<file path="src/rtl/example_sweep_ctrl.sv">
// Self-test sequencer for the 2-input/1-output `example` block: sweeps {A,B}
// through 00,10,01,11, samples C at the end of each hold window and reports mismatches.
module example_sweep_ctrl #(
    parameter int         HOLD_CYCLES = 10,
    parameter logic [3:0] EXP_TT      = 4'b1000
) (
    input  logic       clk,
    input  logic       rst_n,
    input  logic       start,
    input  logic       abort,
    output logic       a_out,
    output logic       b_out,
    input  logic       c_in,
    output logic       busy,
    output logic       done,
    output logic       pass,
    output logic [3:0] fail_mask
);

    typedef enum logic [1:0] {
        IDLE   = 2'd0,
        RUN    = 2'd1,
        REPORT = 2'd2
    } state_t;

    localparam logic [7:0] HOLD_LAST = 8'(HOLD_CYCLES - 1);

    state_t     state, state_nxt;
    logic [1:0] step, step_nxt;
    logic [7:0] hold_cnt, hold_cnt_nxt;
    logic [3:0] fail_mask_nxt;
    logic       pass_nxt;
    logic       a_nxt, b_nxt;
    logic [1:0] vec_idx;
    logic       mismatch;
    logic       hold_end;

    // The vector currently on the pins selects which expected bit C is checked against.
    assign vec_idx  = {a_out, b_out};
    assign mismatch = (c_in != EXP_TT[vec_idx]);
    assign hold_end = (hold_cnt == HOLD_LAST);

    assign busy = (state == RUN);
    assign done = (state == REPORT);

    always_comb begin
        state_nxt     = state;
        step_nxt      = step;
        hold_cnt_nxt  = hold_cnt;
        fail_mask_nxt = fail_mask;
        pass_nxt      = pass;
        a_nxt         = 1'b0;
        b_nxt         = 1'b0;
        case (state)
            IDLE: begin
                if (start) begin
                    state_nxt     = RUN;
                    step_nxt      = 2'd0;
                    hold_cnt_nxt  = 8'd0;
                    fail_mask_nxt = 4'b0000;
                    pass_nxt      = 1'b0;
                end
            end
            RUN: begin
                if (abort) begin
                    state_nxt    = IDLE;
                    step_nxt     = 2'd0;
                    hold_cnt_nxt = 8'd0;
                    pass_nxt     = 1'b0;
                end else if (hold_end) begin
                    fail_mask_nxt = fail_mask | (4'(mismatch) << vec_idx);
                    hold_cnt_nxt  = 8'd0;
                    if (step == 2'd3) begin
                        state_nxt = REPORT;
                        step_nxt  = 2'd0;
                        pass_nxt  = (fail_mask_nxt == 4'b0000);
                    end else begin
                        step_nxt = step + 2'd1;
                        a_nxt    = step_nxt[0];
                        b_nxt    = step_nxt[1];
                    end
                end else begin
                    hold_cnt_nxt = hold_cnt + 8'd1;
                    a_nxt        = step[0];
                    b_nxt        = step[1];
                end
            end
            REPORT: begin
                state_nxt = IDLE;
            end
            default: begin
                state_nxt = IDLE;
            end
        endcase
    end

    always_ff @(posedge clk or negedge rst_n) begin
        if (!rst_n) begin
            state     <= IDLE;
            step      <= 2'd0;
            hold_cnt  <= 8'd0;
            fail_mask <= 4'b0000;
            pass      <= 1'b0;
            a_out     <= 1'b0;
            b_out     <= 1'b0;
        end else begin
            state     <= state_nxt;
            step      <= step_nxt;
            hold_cnt  <= hold_cnt_nxt;
            fail_mask <= fail_mask_nxt;
            pass      <= pass_nxt;
            a_out     <= a_nxt;
            b_out     <= b_nxt;
        end
    end

endmodule

</file>
<file path="config.mk">
export PLATFORM = sky130hd
export DESIGN_NAME = example_sweep_ctrl
export DESIGN_NICKNAME = d
export VERILOG_FILES = /design/src/rtl/example_sweep_ctrl.sv
export SDC_FILE = /design/constraint.sdc
export NUM_CORES = 1
export LEC_CHECK = 0
export BUFFER_PORTS_ARGS = -buffer_cell sky130_fd_sc_hd__buf_4
export CORE_ASPECT_RATIO = 0.75
export CORE_MARGIN = 2
export CORE_UTILIZATION = 30
export CTS_CLUSTER_DIAMETER = 120
export CTS_CLUSTER_SIZE = 16
export DETAILED_ROUTE_END_ITERATION = 6
export GPL_ROUTABILITY_DRIVEN = 0
export SYNTH_ARGS = -nofsm -noshare
export SYNTH_HDL_FRONTEND = slang
export SYNTH_SLANG_ARGS = --single-unit
</file>
<file path="constraint.sdc">
create_clock -name clk -period 2 [get_ports clk]
set_clock_uncertainty 0.1 [all_clocks]
set_input_delay 0.4 -clock clk [delete_from_list [all_inputs] [get_ports clk]]
set_output_delay 0.4 -clock clk [all_outputs]
set_load 0.05 [all_outputs]
</file>
* Word level (Yosys, flattened, before mapping)
Index checks and enable logic that the tools add are counted.
Cells by class: add/sub/neg operators 2, $lt $le $gt $ge 1, eq/ne operators 10, shifts and indexed selects 1, multiplexer cells 33, bitwise gates (word level) 1, reduce and logical (&&, ||, !) cells 8
Operators by type and width (count):
- $mux W8 | 3
- $mux W2 | 8
- $pmux W8 S2 | 1
- $mux W1 | 13
- $mux W4 | 3
- $add A8 B1 Y8 const B | 1
- $eq A8 B4 Y1 const B | 1
- $pmux W2 S2 | 2
- $pmux W4 S2 | 1
- $reduce_and A4 Y1 | 2
- $ne A3 B2 Y1 const B | 2
- $reduce_and A3 Y1 | 2
- $eq A2 B2 Y1 const B | 2
- $logic_not A4 Y1 | 1
- $ne A2 B2 Y1 const B | 2
- $or A4 B4 Y4 | 1
- $shl A1 B2 Y4 | 1
- $lt A2 B3 Y1 const B | 1
- $add A2 B1 Y2 const B | 1
- $bmux W1 S2 | 1
- $eq A2 B1 Y1 const B | 1
- $logic_not A2 Y1 | 1
- $ne A2 B1 Y1 const B | 1
- $pmux W1 S2 | 1
- 3 further kinds | 3
Word-level totals: flip-flop bits (word level) 19, input port bits 5, output and inout bits 9, logic and storage cells 63

* Longest topological paths before layout
depth in word-level cells 10, mapped depth 6, gate-level depth less buffers 6

* Worst setup path after synthesis
Ideal clock, no wire load.
path type reg-to-reg, start reg state[0], end reg step[1], setup time 0.082 ns, data arrival time 1.746 ns, data required time 1.818 ns, path slack 0.072 ns, cell stages (with the launch flop) 5, buffers on the path 0, period minus slack after synthesis 1.928 ns, cells stage by stage dfrtp_1 > nor2b_1 > and2b_1 > nand3_2 > o22ai_1
Between the ends: longest elaborated chain between the ends 3, elaborated cells between the ends (all ways) 7, those cells by class eq/ne (3); mux (1); reduce/logical (3)
RTL lines:
- start: declaration | RTL line 28 | state_t state, state_nxt;
- start signal: assignment | RTL line 107 | state <= state_nxt;
- $eq A2 B1 Y1 *
- net busy | RTL line 14 | output logic busy,
- $ne A3 B2 Y1 (no source line) or $reduce_bool A2 Y1 (tied branches)
- $reduce_and A3 Y1 (no source line)
- end signal: assignment | RTL line 108 | step <= step_nxt;
- end: declaration | RTL line 29 | logic [1:0] step, step_nxt;
Mark *: on every way through the listed nets, which the timed path passes. The rest lies on a longest branch. A chain may end at the register's enable or synchronous reset.

* Final worst setup path
start reg hold_cnt[1], end reg step[1]
Between the ends: longest elaborated chain between the ends 3
RTL lines:
- start: declaration | RTL line 30 | logic [7:0] hold_cnt, hold_cnt_nxt;
- start signal: assignment | RTL line 109 | hold_cnt <= hold_cnt_nxt;
- $eq A8 B4 Y1 | RTL line 41 | assign hold_end = (hold_cnt == HOLD_LAST);
- $ne A3 B2 Y1 (no source line)
- $reduce_and A3 Y1 (no source line)
Every way passes these cells.

==> results.txt <==
main combinational cell family by area after synthesis -> simple AND/OR/NAND/NOR gates
Min Hold Slack -> 0.383 ns
fill count -> 315
clock-pin slew on the worst setup and hold paths -> 0.07 ns
post-placement setup slack -> 0.247 ns
vias in the first global route -> 731
clk sinks -> 19
Syn Area/Cell -> 9.94 um2
multi-input logic area -> 457 um2
# DRC -> 0
Worst setup SP type -> flop
Slew headroom -> 75.9%
vias per inst -> 5.03
via count -> 770
TNS Setup -> 0 ns
CP Max Fanout -> 8
DRT Wirelength -> 2000 um
remaining antenna violation count -> 0
type of the worst min-delay path -> in2reg
DRT Pass-1 Iters -> 4
Hold Path Origin -> c_in
CP Capture Type -> flop
Max-Cap Viols -> 0
r2r worst-path depth -> 6
worst-margin pin slew -> 0.362 ns
P&R area growth vs syn -> 21.9%
Final min period -> 1.77 ns
Synth Area in XOR/XNOR -> 6.42%
Fmax -> 0.566 GHz
TritonCTS Buffers -> 3
Core Box Area -> 0.00298 mm2
Cell variety after synth -> 30
Tcrit/Tclk final -> 88.4%
Die W -> 69.1 um
Yosys reg bits -> 19
Hold Fails Final Rpt -> 0
clk buf depth -> 2
hpwl dp -> 1560 um
critical path type -> reg2reg
most common cell after layout, fill and taps aside -> dfrtp_1
r2r startpoint -> hold_cnt[1]$_DFFE_PN0P_
Syn Nets -> 104
synthesized cell area -> 955 um2
Endpoint, Worst Hold -> fail_mask[3]$_DFFE_PN0P_
register area share after synthesis -> 49.8%
port buffer count -> 13
Compound-Gate Fraction of Synth Area -> 12.8%
CTS Hold Bufs -> 1
Slew Limit Fails -> 0
# IOs -> 14
GRT Total Usage -> 11.8%
first-pass GRT wire length -> 3350 um
largest area contributor in the synthesized netlist -> dfrtp_1
Net count, final -> 124
status -> finished, final reports clean
H-tree Lvls -> 1
die area -> 0.00365 mm2
Root Driver -> clkbuf_8
diode count -> 0
RR Endpoint -> step[1]$_DFFE_PN0P_
commonest cells after routing, fill and taps aside -> 19 x dfrtp_1, 15 x nand2_1, 14 x buf_4
top post-synthesis cells by area -> dfrtp_1 50%, nand2_1 5.9%, ha_1 3.9%
RSZ-0062 raised after global routing -> no
fraction of layout cells with a size suffix above 1 -> 21.7%
CTS tree -> built
CP required -> 2.02 ns
Synth top area share -> 49.8%
largest net degree at the start of global routing -> 20
FF+latch area -> 475 um2
post-layout worst setup margin -> 0.232 ns
WHS Path Cells -> 4
Synth Area in Adders -> 3.93%
post-synthesis mux area share -> 1.05%
number of setup violations in the final report -> 0
setup bufs post-CTS -> 0
LEAKAGE -> 0.505 nW
Synthesis Warnings -> 0
antenna violations before repair -> 0
slack of the worst reg-to-reg path -> 0.23 ns
worst path arrival time -> 1.79 ns
1st-iter DRT viols -> 30
Worst-Skew Late Latency -> 0.26 ns
Die Ht -> 52.9 um
post-synthesis simple-gate area fraction -> 23.6%
num rows -> 17
maximum vdd ir drop -> 0.353 mV
post-CTS sizing -> 0
global route overflow -> 0
starting density of the core -> 32.1%
WL/cell -> 13.0 um
overall power -> 0.815 mW
Gate Count Post-Synth -> 96
P per Cell Area -> 701 mW/mm2
area by class of cell:
type	instances	area share [%]
Tap cell	38	4.09
Clock inverter	1	0.430
Multi-Input combinational cell	71	39.2
Sequential cell	19	40.9
Timing Repair Buffer	15	9.89
Inverter	6	1.94
Clock buffer	3	3.55
cells in the mapped netlist, drive strengths merged:
master  number
a21o         1
a21oi        2
a31oi        3
and2b        1
and3         2
and4bb       1
dfrtp       19
ha           3
inv          6
mux2i        1
nand2       15
nand3        2
nand4        3
nor2         9
nor2b        2
nor3         1
nor4         3
o211ai       1
o21ai        6
o21ba        1
o21bai       1
o221ai       1
o22ai        3
or3          1
or3b         1
xnor2        3
xor2         4
critical path, cell delays in order (launching register included):
cell and delay, ns:
dfrtp_1 0.42, inv_1 0.09, ha_1 0.15, and4bb_2 0.26, nand2_1 0.11, a21oi_2 0.35, o22ai_1 0.14
layer usage:
layer | GRT usage, % | vias to the layer above | routed length [um]
met1 | 16.7 | 379 | 1020
met4 | 2.29 | 0 | 9
met2 | 17.6 | 13 | 879
li1 | - | 376 | -
met5 | 0 | - | 0
met3 | 3.81 | 2 | 82
sequential cells by signal, summed over array words and instances, names as in the netlist:
signal / count
hold_cnt: 8
fail_mask: 4
state: 2
step: 2
a_out: 1
b_out: 1
pass: 1
logic make-up (layout without fill, tap and decap cells):
kind of cell | count (synthesis) | count (layout)
flip-flops | 19 | 19
XOR/XNOR | 7 | 7
buffers and inverters | 6 | 25
adder cells (fa/ha/maj) | 3 | 3
AND/OR/NAND/NOR | 41 | 41
AO/OA/AOI/OAI | 19 | 19
multiplexers | 1 | 1
where the power goes:
part	total (mW)	leakage, nW	internal (mW)	switching, mW
Clock	0.263	0.0255	0.138	0.125
Combinational	0.132	0.219	0.0454	0.0866
Sequential	0.420	0.261	0.399	0.0212
how the worst max path moves through the flow:
stage,from,endpoint,slack [ns]
after global placement,hold_cnt[1]$_DFFE_PN0P_,step[1]$_DFFE_PN0P_,0.35
after detailed placement,hold_cnt[1]$_DFFE_PN0P_,step[1]$_DFFE_PN0P_,0.25
after CTS,hold_cnt[1]$_DFFE_PN0P_,step[1]$_DFFE_PN0P_,0.23
final,hold_cnt[1]$_DFFE_PN0P_,step[1]$_DFFE_PN0P_,0.23
after global routing,hold_cnt[1]$_DFFE_PN0P_,step[1]$_DFFE_PN0P_,0.11
after floorplan,state[0]$_DFFE_PN0P_,step[1]$_DFFE_PN0P_,0.07
metrics by stage:
step | cell area, um2 | util (%) | std cells
after floorplan | 955 | - | 96
after global placement | 1110 | 37.2 | 148
after detailed placement | 1110 | 37.2 | 148
after CTS | 1160 | 39.1 | 153
after global routing | 1160 | 39.1 | 153
final | 1160 | 39.1 | 153
No activity file was read; power rests on OpenSTA's default activity.
